`src/rtl/mips_hazard_pkg.sv`:
```
// Shared constants and types for the MIPS hazard/forwarding control block.
package mips_hazard_pkg;

  // Default register address width (32 architectural registers).
  localparam int REG_AW_DEF = 5;

  // Operand select codes for the EX-stage forwarding muxes.
  localparam logic [1:0] FWD_NONE = 2'b00;
  localparam logic [1:0] FWD_MEM  = 2'b01;
  localparam logic [1:0] FWD_WB   = 2'b10;

  // Destination info carried down the shadow pipeline for one stage.
  typedef struct packed {
    logic [REG_AW_DEF-1:0] dest;
    logic                  wr;
    logic                  load;
  } stage_entry_t;

endpackage

```
`src/rtl/hazard_reg_match.sv`:
```
// Source/destination register comparator: hits when a stage writes a
// non-zero register equal to the source. Register 0 never hits.
module hazard_reg_match
  import mips_hazard_pkg::*;
#(
  parameter int AW = REG_AW_DEF
) (
  input  logic [AW-1:0] src,
  input  logic [AW-1:0] dest,
  input  logic          dest_wr,
  output logic          hit
);

  assign hit = dest_wr && (dest != '0) && (src == dest);

endmodule

```
`src/rtl/mips_hazard_fwd_unit.sv`:
```
// Hazard detection and forwarding control for a 5-stage MIPS pipeline.
// Keeps a shadow copy of destination info for EX/MEM/WB and decodes the
// forwarding selects, stall and bubble combinationally from it.
// Optional feature: define HAZ_PERF_CNT_EN to build a saturating stall counter.
module mips_hazard_fwd_unit
  import mips_hazard_pkg::*;
#(
  parameter int REG_AW = REG_AW_DEF,
  parameter int CNT_W  = 32
) (
  input  logic              clk,
  input  logic              rst_n,
  input  logic              id_valid,
  input  logic [REG_AW-1:0] id_rs,
  input  logic [REG_AW-1:0] id_rt,
  input  logic              id_uses_rs,
  input  logic              id_uses_rt,
  input  logic              id_is_branch,
  input  logic [REG_AW-1:0] id_dest,
  input  logic              id_reg_write,
  input  logic              id_mem_read,
  input  logic              pipe_flush,
  output logic [1:0]        fwd_ex_rs,
  output logic [1:0]        fwd_ex_rt,
  output logic              fwd_id_rs,
  output logic              fwd_id_rt,
  output logic              stall,
  output logic              bubble,
  output logic [CNT_W-1:0]  stall_cnt
);

  stage_entry_t      ex_q;
  stage_entry_t      mem_q;
  logic [REG_AW-1:0] ex_rs_q;
  logic [REG_AW-1:0] ex_rt_q;
  logic [REG_AW-1:0] wb_dest_q;
  logic              wb_wr_q;
  logic              ex_capture;

  // ID only advances into EX when it is real, not held and not squashed.
  assign ex_capture = id_valid && !stall && !pipe_flush;

  // Shadow pipeline: ID -> EX -> MEM -> WB, bubbles enter EX when ID cannot.
  // NOTE: non-blocking assignments let every stage read the old value of the
  // stage before it, so the shift happens in one edge without ordering issues.
  always_ff @(posedge clk or negedge rst_n) begin
    if (!rst_n) begin
      ex_q      <= '0;
      mem_q     <= '0;
      ex_rs_q   <= '0;
      ex_rt_q   <= '0;
      wb_dest_q <= '0;
      wb_wr_q   <= 1'b0;
    end else begin
      wb_dest_q <= mem_q.dest;
      wb_wr_q   <= mem_q.wr;
      mem_q     <= ex_q;
      if (ex_capture) begin
        ex_q.dest <= id_dest;
        ex_q.wr   <= id_reg_write;
        ex_q.load <= id_mem_read;
        ex_rs_q   <= id_rs;
        ex_rt_q   <= id_rt;
      end else begin
        ex_q    <= '0;
        ex_rs_q <= '0;
        ex_rt_q <= '0;
      end
    end
  end

  // Register comparisons, one per source/stage pair.
  logic mem_hit_ex_rs, mem_hit_ex_rt, wb_hit_ex_rs, wb_hit_ex_rt;
  logic ex_hit_id_rs, ex_hit_id_rt, mem_hit_id_rs, mem_hit_id_rt;

  hazard_reg_match #(.AW(REG_AW)) u_mem_ex_rs (.src(ex_rs_q), .dest(mem_q.dest), .dest_wr(mem_q.wr), .hit(mem_hit_ex_rs));
  hazard_reg_match #(.AW(REG_AW)) u_mem_ex_rt (.src(ex_rt_q), .dest(mem_q.dest), .dest_wr(mem_q.wr), .hit(mem_hit_ex_rt));
  hazard_reg_match #(.AW(REG_AW)) u_wb_ex_rs  (.src(ex_rs_q), .dest(wb_dest_q),  .dest_wr(wb_wr_q),  .hit(wb_hit_ex_rs));
  hazard_reg_match #(.AW(REG_AW)) u_wb_ex_rt  (.src(ex_rt_q), .dest(wb_dest_q),  .dest_wr(wb_wr_q),  .hit(wb_hit_ex_rt));
  hazard_reg_match #(.AW(REG_AW)) u_ex_id_rs  (.src(id_rs),   .dest(ex_q.dest),  .dest_wr(ex_q.wr),  .hit(ex_hit_id_rs));
  hazard_reg_match #(.AW(REG_AW)) u_ex_id_rt  (.src(id_rt),   .dest(ex_q.dest),  .dest_wr(ex_q.wr),  .hit(ex_hit_id_rt));
  hazard_reg_match #(.AW(REG_AW)) u_mem_id_rs (.src(id_rs),   .dest(mem_q.dest), .dest_wr(mem_q.wr), .hit(mem_hit_id_rs));
  hazard_reg_match #(.AW(REG_AW)) u_mem_id_rt (.src(id_rt),   .dest(mem_q.dest), .dest_wr(mem_q.wr), .hit(mem_hit_id_rt));

  // EX operand selects: MEM wins over WB; a load in MEM has no data yet.
  // NOTE: defaults first so every path assigns the outputs and no latch forms.
  always_comb begin
    fwd_ex_rs = FWD_NONE;
    fwd_ex_rt = FWD_NONE;
    if (mem_hit_ex_rs && !mem_q.load) fwd_ex_rs = FWD_MEM;
    else if (wb_hit_ex_rs)            fwd_ex_rs = FWD_WB;
    if (mem_hit_ex_rt && !mem_q.load) fwd_ex_rt = FWD_MEM;
    else if (wb_hit_ex_rt)            fwd_ex_rt = FWD_WB;
  end

  // Branch operands compared in ID take an ALU result sitting in MEM.
  assign fwd_id_rs = id_is_branch && mem_hit_id_rs && !mem_q.load;
  assign fwd_id_rt = id_is_branch && mem_hit_id_rt && !mem_q.load;

  // Stall decode: only sources the ID instruction really reads count.
  logic ex_dep, mem_dep, haz_load_use, haz_br_alu, haz_br_load;

  assign ex_dep       = (ex_hit_id_rs && id_uses_rs) || (ex_hit_id_rt && id_uses_rt);
  assign mem_dep      = (mem_hit_id_rs && id_uses_rs) || (mem_hit_id_rt && id_uses_rt);
  assign haz_load_use = ex_q.load && ex_dep;
  assign haz_br_alu   = id_is_branch && !ex_q.load && ex_dep;
  assign haz_br_load  = id_is_branch && mem_q.load && mem_dep;
  assign stall        = id_valid && (haz_load_use || haz_br_alu || haz_br_load);
  assign bubble       = stall || pipe_flush;

`ifdef HAZ_PERF_CNT_EN
  logic [CNT_W-1:0] stall_cnt_q;

  // Count stalled cycles, holding at all-ones instead of wrapping.
  always_ff @(posedge clk or negedge rst_n) begin
    if (!rst_n) begin
      stall_cnt_q <= '0;
    end else if (stall && (stall_cnt_q != '1)) begin
      stall_cnt_q <= stall_cnt_q + 1'b1;
    end
  end

  assign stall_cnt = stall_cnt_q;
`else
  assign stall_cnt = '0;
`endif

endmodule

```
`config.mk`:
```
export PLATFORM = sky130hd
export DESIGN_NAME = mips_hazard_fwd_unit
export DESIGN_NICKNAME = d
export VERILOG_FILES = /design/src/rtl/mips_hazard_pkg.sv /design/src/rtl/hazard_reg_match.sv /design/src/rtl/mips_hazard_fwd_unit.sv
export SDC_FILE = /design/constraint.sdc
export NUM_CORES = 1
export LEC_CHECK = 0
export ABC_CLOCK_PERIOD_IN_PS = 1900
export CAP_MARGIN = 20
export CORE_ASPECT_RATIO = 0.6
export CORE_MARGIN = 5
export CORE_UTILIZATION = 38
export DETAILED_ROUTE_END_ITERATION = 12
export PLACE_DENSITY = 0.71
export SYNTH_ARGS = -nofsm -noshare
export SYNTH_HDL_FRONTEND = slang
export SYNTH_SLANG_ARGS = --single-unit
```
`constraint.sdc`:
```
create_clock -name clk -period 1.9 [get_ports clk]
set_input_delay 0.38 -clock clk [delete_from_list [all_inputs] [get_ports clk]]
set_output_delay 0.38 -clock clk [all_outputs]
set_load 0.1 [all_outputs]
```
**Yosys cells after proc, flatten, opt, wreduce, memory -nomap -nowiden**

Cells that the tools add are included.
W data, S select, Z words.

- Add/subtract/negate cells: 0
- Bitwise gates (word level): 0
- Reductions and logical operators: 41
- Shift operators: 0
- Muxes and demuxes: 7
- Equal/unequal tests: 8
- $mul: 0
- Div/mod/pow operators: 0
- Order comparisons: 0

Operators by type and width:

| cell | count |
|---|---|
| $eq A5 B5 Y1 | 8 |
| $logic_and A1 B1 Y1 | 29 |
| $reduce_bool A5 Y1 | 3 |
| $mux W5 | 2 |
| $mux W2 | 4 |
| $mux W7 | 1 |
| $logic_or A1 B1 Y1 | 5 |
| $logic_not A1 Y1 | 4 |

- Bits of input ports: 24
- Latch bits: 0
- Flip-flop bits (word level): 30
- Memories: 0
- Logic and storage cells: 66
- Memory bits (writable): 0
- ROM bits: 0

**Longest topological paths before layout**

Gate-level depths: netlist of the first run.

- Word-level depth: 13
- Depth in mapped cells: 8

**By module**

From an unflattened synthesis of the first run, not the netlist that was laid out.

- Cell total of the unflattened synthesis: 176
- Area, all modules: 1806.7 µm²

By module, submodules not included:

| module | instances | cells an instance | area each (µm²) | seq. area each (µm²) |
|---|---|---|---|---|
| mips_hazard_fwd_unit | 1 | 96 | 1246.2 | 750.7 |
| hazard_reg_match | 8 | 10 | 70.1 | 0.0 |

**Worst setup path before layout of the first run**

No wires, ideal clock.

- Path type: register to output
- Start point: register mem_q[5] (netlist name)
- End point: output port fwd_ex_rs[1]
- Required time: 1520 ps
- Slack: -4608 ps
- Stages on the path, launching flop included: 7
- Arrival: 6128 ps
- Path through: dfrtp_1 > clkbuf_1 > or4_4 > o21ai_0 > or2_2 > nor4_1 > nor4_1

- Longest elaborated chain between the ends: 5
- Elaborated cells between the ends (all ways): 6
- Those cells by class: 1 x eq/ne; 1 x mux; 4 x reduce/logical

RTL lines:

| element | RTL line | text |
|---|---|---|
| $reduce_bool A5 Y1 | hazard_reg_match.sv:14 | `assign hit = dest_wr && (dest != '0) && (src == dest);` |
| $logic_and A1 B1 Y1 | hazard_reg_match.sv:14 |  |
| $logic_and A1 B1 Y1 (*) | hazard_reg_match.sv:14 |  |
| $logic_and A1 B1 Y1 (*) | mips_hazard_fwd_unit.sv:90 | `if (mem_hit_ex_rs && !mem_q.load) fwd_ex_rs = FWD_MEM;` |
| $mux W2 (*) | mips_hazard_fwd_unit.sv:90 |  |
| end: declaration | mips_hazard_fwd_unit.sv:23 | `output logic [1:0] fwd_ex_rs,` |

Every way passes the cells marked *; elsewhere a longest branch is shown, timed or not.

**Final worst setup path of the first run**

- Start point: register mem_q[2] (netlist name)
- End point: output port stall

- Longest elaborated chain between the ends: 8
- Elaborated cells between the ends (all ways): 12
- Those cells by class: 2 x eq/ne; 10 x reduce/logical

RTL lines:

| element | RTL line | text |
|---|---|---|
| $reduce_bool A5 Y1 | hazard_reg_match.sv:14 |  |
| $logic_and A1 B1 Y1 (2 in series) | hazard_reg_match.sv:14 |  |
| $logic_and A1 B1 Y1 | mips_hazard_fwd_unit.sv:104 | `assign mem_dep = (mem_hit_id_rs && id_uses_rs) \|\| (mem_hit_id_rt && id_uses_rt);` |
| $logic_or A1 B1 Y1 (*) | mips_hazard_fwd_unit.sv:104 |  |
| $logic_and A1 B1 Y1 (*) | mips_hazard_fwd_unit.sv:107 | `assign haz_br_load = id_is_branch && mem_q.load && mem_dep;` |
| $logic_or A1 B1 Y1 (*) | mips_hazard_fwd_unit.sv:108 | `assign stall = id_valid && (haz_load_use \|\| haz_br_alu \|\| haz_br_load);` |
| $logic_and A1 B1 Y1 (*) | mips_hazard_fwd_unit.sv:108 |  |
| end: declaration | mips_hazard_fwd_unit.sv:27 | `output logic stall,` |

Marks and branches as above.

==> reports/qor_table.md, run 1 <==
| Item | Value | Unit |
| --- | --- | --- |
| WP data required | 1.52 | ns |
| Sequential-to-total area share from yosys stat | 39.6 | % |
| Pin count of the biggest net entering global routing | 31 | - |
| Chip Height | 64.7 | um |
| CTS tree | done | - |
| Total congestion overflow | 0 | - |
| CTS buffer count | 5 | - |
| Power density over cell area | 672 | nW/um^2 |
| Share of layout cells above drive strength 1 | 41.5 | % |
| Via count | 1440 | - |
| Cts-stage hold buffer count | 0 | - |
| Maximum number of buffers from clock root to sink | 2 | - |
| Share of the clock period used by the worst path | 126 | % |
| Leading cell types by total area after synthesis | sky130_fd_sc_hd__dfrtp_1 (40%), sky130_fd_sc_hd__buf_4 (13%), sky130_fd_sc_hd__xnor2_1 (12%), sky130_fd_sc_hd__xor2_1 (6.5%), sky130_fd_sc_hd__nand3_1 (6.3%) | - |
| Final net count | 272 | - |
| Multi-input logic area | 1310 | um^2 |
| Sequential group share of total power | 35.3 | % |
| Sink count of the clock tree | 30 | - |
| Initial Utilization | 40.3 | % |
| Peak per-stage delay on the critical path | 0.57 | ns |
| Worst-case setup margin in the final layout | -0.495 | ns |
| Startpoint Class | flop | - |
| Switching power share of the total | 35.7 | % |
| Placed Area | 2530 | um^2 |
| Number of max-cap violations | 0 | - |
| Wire length per cell after detailed routing | 15.0 | um |
| Wire length of the first global-routing pass | 7190 | um |
| Outcome | finished with violations | - |
| Int Pwr | 1.25 | mW |
| Sequential cell area in the final layout | 751 | um^2 |
| Final-report setup violation count | 8 | - |
| Simple logic cell fraction of the synthesized area | 21.0 | % |
| Xor-xnor portion of the synthesized cell area | 18.5 | % |
| Min-Delay Path Class | reg -> reg | - |
| Core Rows | 19 | - |
| CP Cell Sequence | or4_4 > o2111ai_4 > o21ba_4 > o21a_4 > buf_12 | - |
| Adder-cell area share of the yosys netlist | 0 | % |
| Multiplexer area fraction after synthesis | 0 | % |
| DR vias/cell | 4.63 | - |
| Category of the most critical setup path | reg -> out | - |
| Slew Limit Fails | 0 | - |
| Mapped Avg Cell Area | 9.89 | um^2 |
| DRC violations left | 0 | - |
| IR drop worst, VDD | 371 | uV |
| Dominant combinational cell family by area after synthesis | simple AND/OR/NAND/NOR gates | - |
| Dominant cell type by area after synthesis | sky130_fd_sc_hd__dfrtp_1 | - |
| Die outline width | 101 | um |
| Failing checks | setup timing | - |
| H-tree depth | 2 | - |
| Number of standard cells after synthesis | 192 | - |
| First-pass DRT Iterations | 4 | - |
| Relative contribution of the clock network to total power | 32.8 | % |
| Sum of internal, switching and leakage power | 1.95 | mW |
| Post-route antenna net violation count | 0 | - |
| Final period demand of the worst path | 2.40 | ns |
| Final Hold Viols | 0 | - |
| Gp weighted congestion | 0.846 | - |
| Placeable core region | 4710 | um^2 |
| Ys async rst share | 100 | % |
| Prevailing post-synth register cell | sky130_fd_sc_hd__dfrtp_1 | - |
| Number of storage elements in the synthesis netlist | 30 | - |
| Maximum clock frequency | 418 | MHz |
| Number of antenna cells inserted | 0 | - |
| Count of synthesis-stage warnings from yosys | 0 | - |
| Final Instance Area | 2900 | um^2 |
| Utilization after layout | 61.6 | % |
| Clock transition at the register clock pins on the worst setup and hold paths after CTS | 0.06 | ns |
| Slowest cell on the critical path | sky130_fd_sc_hd__or4_4 | - |
| RSZ-0062 raised after global routing | yes | - |
| Worst skew pair latency | 0.28 | ns |
| # IOs | 64 | - |
| Die area | 6550 | um^2 |
| Half-perimeter wire length after placement | 3620 | um |
| Count of input and output buffers | 31 | - |
| Largest fanout on the critical path | 2 | - |
| Proportion of netlist area held by the largest area contributor | 39.6 | % |
| Number of different library cells in the post-synthesis netlist | 30 | - |
| Area overhead of the layout relative to synthesis | 52.7 | % |
| Static leakage | 1.37 | nW |
| 1st-iter DRT viols | 45 | - |
| Detailed-route wire length | 4660 | um |
| EDFF count, synth | 0 | - |
| Clock Skew | 0.00288 | ns |
| Number of antenna violations at the first check in global routing | 0 | - |
| Sw power | 0.695 | mW |
| Synth Area in Compound Gates | 3.56 | % |
| Total standard cell area after synthesis | 1900 | um^2 |
| Filler cells | 376 | - |
| Overall fraction of global-route tracks in use | 14.3 | % |
| WP data arrival | 2.02 | ns |
| Root buf cell | sky130_fd_sc_hd__clkbuf_8 | - |
| Relative contribution of combinational cells to total power | 31.9 | % |
| Critical Path End Type | output pin | - |
| Vias in the first global route | 1481 | - |
## layout by cell type, fill, tap and decap left out, types with 6 or more instances in the layout
| cell type | instances |
|---|---|
| sky130_fd_sc_hd__xnor2_2 | 13 |
| sky130_fd_sc_hd__nand3_1 | 18 |
| sky130_fd_sc_hd__conb_1 | 32 |
| sky130_fd_sc_hd__dfrtp_1 | 30 |
| sky130_fd_sc_hd__xnor2_1 | 11 |
| sky130_fd_sc_hd__nand3_2 | 6 |
| sky130_fd_sc_hd__buf_12 | 9 |
| sky130_fd_sc_hd__xor2_1 | 14 |
| sky130_fd_sc_hd__nor3_2 | 13 |
| sky130_fd_sc_hd__clkbuf_8 | 6 |
| sky130_fd_sc_hd__clkdlybuf4s50_1 | 13 |
| sky130_fd_sc_hd__dlygate4sd2_1 | 9 |
| sky130_fd_sc_hd__buf_4 | 27 |
## metal layers
metal | vias up | global-route usage, % | wire [um]
met5 | - | 0 | 0
met4 | 0 | 4.98 | 77
met3 | 9 | 3.43 | 216
met2 | 42 | 22.7 | 2400
met1 | 691 | 19.2 | 1960
li1 | 698 | - | -
## repair_timing
action                     CTS  global route
setup endpoints to repair   11            22
resized for setup           22            30
gates cloned                 0             0
pin swaps                    6            12
buffers inserted             0             3
## worst max-delay path, delay by kind of cell (launching register included)
| family | cells | cell delay (ns) |
|---|---|---|
| buf+inv | 1 | 0.16 |
| flops | 1 | 0.39 |
| simple gates | 1 | 0.57 |
| compound gates | 3 | 0.63 |
## synth_stat cells, types with 2 or more instances
library cell               instances
sky130_fd_sc_hd__buf_2             3
sky130_fd_sc_hd__buf_4            32
sky130_fd_sc_hd__buf_6             2
sky130_fd_sc_hd__clkbuf_1          6
sky130_fd_sc_hd__dfrtp_1          30
sky130_fd_sc_hd__nand2_1           5
sky130_fd_sc_hd__nand3_1          24
sky130_fd_sc_hd__nand4_1           2
sky130_fd_sc_hd__nor2_1            5
sky130_fd_sc_hd__nor3_1           10
sky130_fd_sc_hd__nor3_2            9
sky130_fd_sc_hd__nor4_1            4
sky130_fd_sc_hd__o21ai_0           3
sky130_fd_sc_hd__or4_1             3
sky130_fd_sc_hd__xnor2_1          26
sky130_fd_sc_hd__xor2_1           14
## path summary, 6_finish.rpt
check / slack, ns / endpoint / cells after the start / from
worst max-delay path: -0.50 / stall / 5 / mem_q[2]$_DFF_PN0_
worst min-delay path: 0.37 / mem_q[1]$_DFF_PN0_ / 0 / ex_q[1]$_DFF_PN0_
worst max register to register: 0.05 / ex_rs_q[3]$_DFF_PN0_ / 5 / mem_q[2]$_DFF_PN0_
worst min register to register: 0.37 / mem_q[1]$_DFF_PN0_ / 0 / ex_q[1]$_DFF_PN0_
max in group asynchronous: 1.14 / wb_dest_q[4]$_DFF_PN0_ / 2 / rst_n
min in group asynchronous: 0.48 / ex_q[3]$_DFF_PN0_ / 2 / rst_n
## cell families after synthesis
family,Yosys count
simple gates,66
compound gates,9
xor+xnor,40
other cells,1
buf+inv,46
flops,30
## registers in the layout, summed over array words and instances (netlist names)
register and cells:
ex_rs_q 5, mem_q 7, wb_wr_q 1, wb_dest_q 5
ex_rt_q 5, ex_q 7
## metrics by stage
stage | setup WS (ns) | setup TNS, ns | cells | hold slack [ns]
6_report | -0.495 | -3.37 | 311 | 0.370
5_1_grt | -0.583 | -3.95 | 311 | 0.381
4_1_cts | -0.520 | -3.42 | 308 | 0.367
3_5_place_dp | -0.458 | -6.42 | 301 | 0.356
3_3_place_gp | -0.449 | -5.36 | 301 | 0.353
2_1_floorplan | -0.946 | -4.13 | 223 | 0.0844
## power by group through the flow
stage	clock network [mW]	registers (mW)	logic (mW)
2_1_floorplan	0	0.693	0.493
5_1_grt	0.688	0.691	0.650
6_report	0.639	0.688	0.621
4_1_cts	0.655	0.688	0.580
3_3_place_gp	0	0.697	0.571
3_5_place_dp	0	0.698	0.579
## area by class of cell
| type | instances | share of cell area, % |
|---|---|---|
| Timing Repair Buffer | 62 | 22.0 |
| Multi-Input combinational cell | 147 | 45.2 |
| Tap cell | 63 | 2.72 |
| Clock buffer | 6 | 2.85 |
| Sequential cell | 30 | 25.9 |
| Clock inverter | 1 | 1.04 |
| Inverter | 2 | 0.259 |
Note: power is estimated with default switching activity, not from simulation.
==> inputs of run 2 (changes only) <==
--- a/config.mk
+++ b/config.mk
@@ -8,7 +8,7 @@
 export ABC_CLOCK_PERIOD_IN_PS = 1900
 export CAP_MARGIN = 20
 export CORE_ASPECT_RATIO = 0.6
-export CORE_MARGIN = 5
+export CORE_MARGIN = 4
 export CORE_UTILIZATION = 38
 export DETAILED_ROUTE_END_ITERATION = 12
 export PLACE_DENSITY = 0.71
==> run 2 against run 1 <==
  * The run still ends with setup timing left
  * Clock skew rose by 0.0015 ns
  * Sequential share of layout area grew 1.2 points
  * Sequential cell count did not move
  * Global-route usage is 0.15 points higher
  * Utilization shrank 2.7 points
  * Worst setup slack got worse by 0.025 ns
  * Via count shrank 0.35%
  * Register-to-register slack is essentially flat
  * Non-clock buffer count up 2
  * Highest routed layer unchanged
==> reports/qor_table.md, run 2 (synthesis results as in run 1) <==
| Item | Value | Unit | Delta |
| --- | --- | --- | --- |
| Share of layout cells above drive strength 1 | 35.1 | % | -6.5 points |
| Core Rows | 19 | - | unchanged |
| Slew Limit Fails | 0 | - | unchanged |
| Category of the most critical setup path | reg -> out | - |  |
| Final-report setup violation count | 8 | - | unchanged |
| Most common cell after layout, fill and taps aside | sky130_fd_sc_hd__conb_1 | - |  |
| CP Cell Sequence | or4_4 > o2111ai_4 > o21ba_4 > o21a_4 > buf_12 | - |  |
| Die area | 6230 | um^2 | -5.0% |
| Cell depth of the worst min-delay path | 0 | - | unchanged |
| Clock Skew | 0.00436 | ns | +0.00148 ns |
| Half-perimeter wire length after placement | 3520 | um | -2.6% |
| Number of buffers and inverters on the critical path | 1 | - | unchanged |
| DR vias/cell | 4.57 | - | -1.3% |
| Final period demand of the worst path | 2.42 | ns | +0.0253 ns |
| Total congestion overflow | 0 | - | unchanged |
| Wire length per cell after detailed routing | 15.1 | um | +0.89% |
| Filler cells | 407 | - | +8.2% |
| WP data arrival | 2.04 | ns | +0.02 ns |
| Cts-stage hold buffer count | 0 | - | unchanged |
| Failing checks | setup timing | - |  |
| Commonest cells after routing, fill and taps aside | sky130_fd_sc_hd__conb_1 (32), sky130_fd_sc_hd__dfrtp_1 (30), sky130_fd_sc_hd__buf_4 (29), sky130_fd_sc_hd__nand3_1 (23), sky130_fd_sc_hd__xnor2_1 (21) | - |  |
| Number of antenna cells inserted | 0 | - | unchanged |
| Final Hold Viols | 0 | - | unchanged |
| IR drop worst, VDD | 296 | uV | -20% |
| Overall fraction of global-route tracks in use | 14.5 | % | +0.15 points |
| Power density over cell area | 651 | nW/um^2 | -3.1% |
| Vias in the first global route | 1474 | - | -0.47% |
| Number of antenna violations at the first check in global routing | 0 | - | unchanged |
| Minimum hold slack | 0.371 | ns | +0.00139 ns |
| Worst skew pair latency | 0.28 | ns | about the same |
| Outcome | finished with violations | - |  |
| Worst-case setup margin in the final layout | -0.520 | ns | -0.0253 ns |
| Share of the clock period used by the worst path | 127 | % | +1.3 points |
| Largest fanout on the critical path | 2 | - | unchanged |
| Sink count of the clock tree | 30 | - | unchanged |
| Number of max-cap violations | 0 | - | unchanged |
| Multi-input logic area | 1170 | um^2 | -11% |
| Maximum number of buffers from clock root to sink | 2 | - | unchanged |
| Critical Path End Type | output pin | - |  |
| Count of input and output buffers | 31 | - | unchanged |
| Number of instances in the placed design | 303 | - | +0.66% |
| Pin count of the biggest net entering global routing | 31 | - | unchanged |
| RSZ-0062 raised after global routing | yes | - |  |
| CTS tree | done | - |  |
| Min-Delay Path Class | reg -> reg | - |  |
| # IOs | 64 | - | unchanged |
| 1st-iter DRT viols | 47 | - | +4.4% |
| Static leakage | 1.32 | nW | -3.8% |
| First-pass DRT Iterations | 4 | - | unchanged |
| Die outline width | 99.2 | um | -2.0% |
| Slowest cell on the critical path | sky130_fd_sc_hd__or4_4 | - |  |
| Placeable core region | 4710 | um^2 | unchanged |
| DRC violations left | 0 | - | unchanged |
| Area overhead of the layout relative to synthesis | 45.9 | % |  |
| H-tree depth | 2 | - | unchanged |
| Post-route antenna net violation count | 0 | - | unchanged |
| Startpoint Class | flop | - |  |
| Initial Utilization | 40.3 | % | unchanged |
| Critical path depth in cells | 5 | - | unchanged |
| Maximum clock frequency | 413 | MHz | -1.0% |
| Chip Height | 62.7 | um | -3.1% |
| Cell count of the worst reg-to-reg path | 5 | - | unchanged |
| Root buf cell | sky130_fd_sc_hd__clkbuf_8 | - |  |
| Registers with the most flip-flops | ex_q x7, mem_q x7 | - |  |
| Gp weighted congestion | 0.903 | - | +6.8% |
| Via count | 1435 | - | -0.35% |
| Sequential cell area in the final layout | 751 | um^2 | unchanged |
| Crit-path leading delay family | compound AO/OA/AOI/OAI gates | - |  |
| Final net count | 274 | - | +0.74% |
| WP data required | 1.52 | ns | about the same |
| Clock transition at the register clock pins on the worst setup and hold paths after CTS | 0.06 | ns | about the same |
| Non-filler cells in the finished layout | 314 | - | +0.96% |
| Detailed-route wire length | 4750 | um | +1.9% |
| Peak per-stage delay on the critical path | 0.58 | ns | about the same |
| Wire length of the first global-routing pass | 7000 | um | -2.6% |
| CTS buffer count | 5 | - | unchanged |
[run 2: timing repair]
action	4_1_cts	5_1_grt
pin swaps	5	3
setup endpoints to repair	11	25
resized for setup	16	13
setup buffers	1	3
cloned	0	0
[run 2: per-layer routing]
| layer | global-route usage, % | vias up | wire (um) |
|---|---|---|---|
| li1 | - | 701 | - |
| met1 | 18.8 | 688 | 2040 |
| met2 | 22.7 | 38 | 2400 |
| met3 | 4.12 | 8 | 238 |
| met4 | 5.62 | 0 | 65 |
| met5 | 0 | - | 0 |
[run 2: final cells by class]
type | count | area share [%]
clock inverters | 1 | 0.181
repair buffers | 64 | 24.1
clock buffers | 7 | 3.12
well taps | 63 | 2.85
multi-input cells | 147 | 42.3
flip-flops and latches | 30 | 27.1
inverters | 2 | 0.271
[run 2: report_power, final]
group / leakage (nW) / switching [mW] / internal, mW
clock: 0.0482 / 0.232 / 0.292
combinational: 0.870 / 0.435 / 0.158
sequential: 0.404 / 0.0239 / 0.663
[run 2: final timing paths]
kind	endpoint	slack (ns)	start
setup / recovery	stall	-0.52	mem_q[6]$_DFF_PN0_
hold / removal	mem_q[1]$_DFF_PN0_	0.37	ex_q[1]$_DFF_PN0_
setup reg to reg	ex_rs_q[2]$_DFF_PN0_	0.05	mem_q[6]$_DFF_PN0_
hold reg to reg	mem_q[1]$_DFF_PN0_	0.37	ex_q[1]$_DFF_PN0_
max in group asynchronous	wb_dest_q[4]$_DFF_PN0_	1.12	rst_n
min in group asynchronous	ex_q[3]$_DFF_PN0_	0.48	rst_n
[run 2: through the flow]
stage	power (mW)	setup TNS [ns]	area, um^2	utilization [%]	worst slack, ns
finish	1.80	-3.57	2770	58.8	-0.520
global route	1.87	-4.11	2770	58.8	-0.584
CTS	1.80	-3.48	2690	57.1	-0.515
detailed placement	1.28	-6.08	2550	54.2	-0.434
global placement	1.27	-5.38	2550	54.2	-0.453
floorplan	1.19	-4.13	2190	-	-0.946
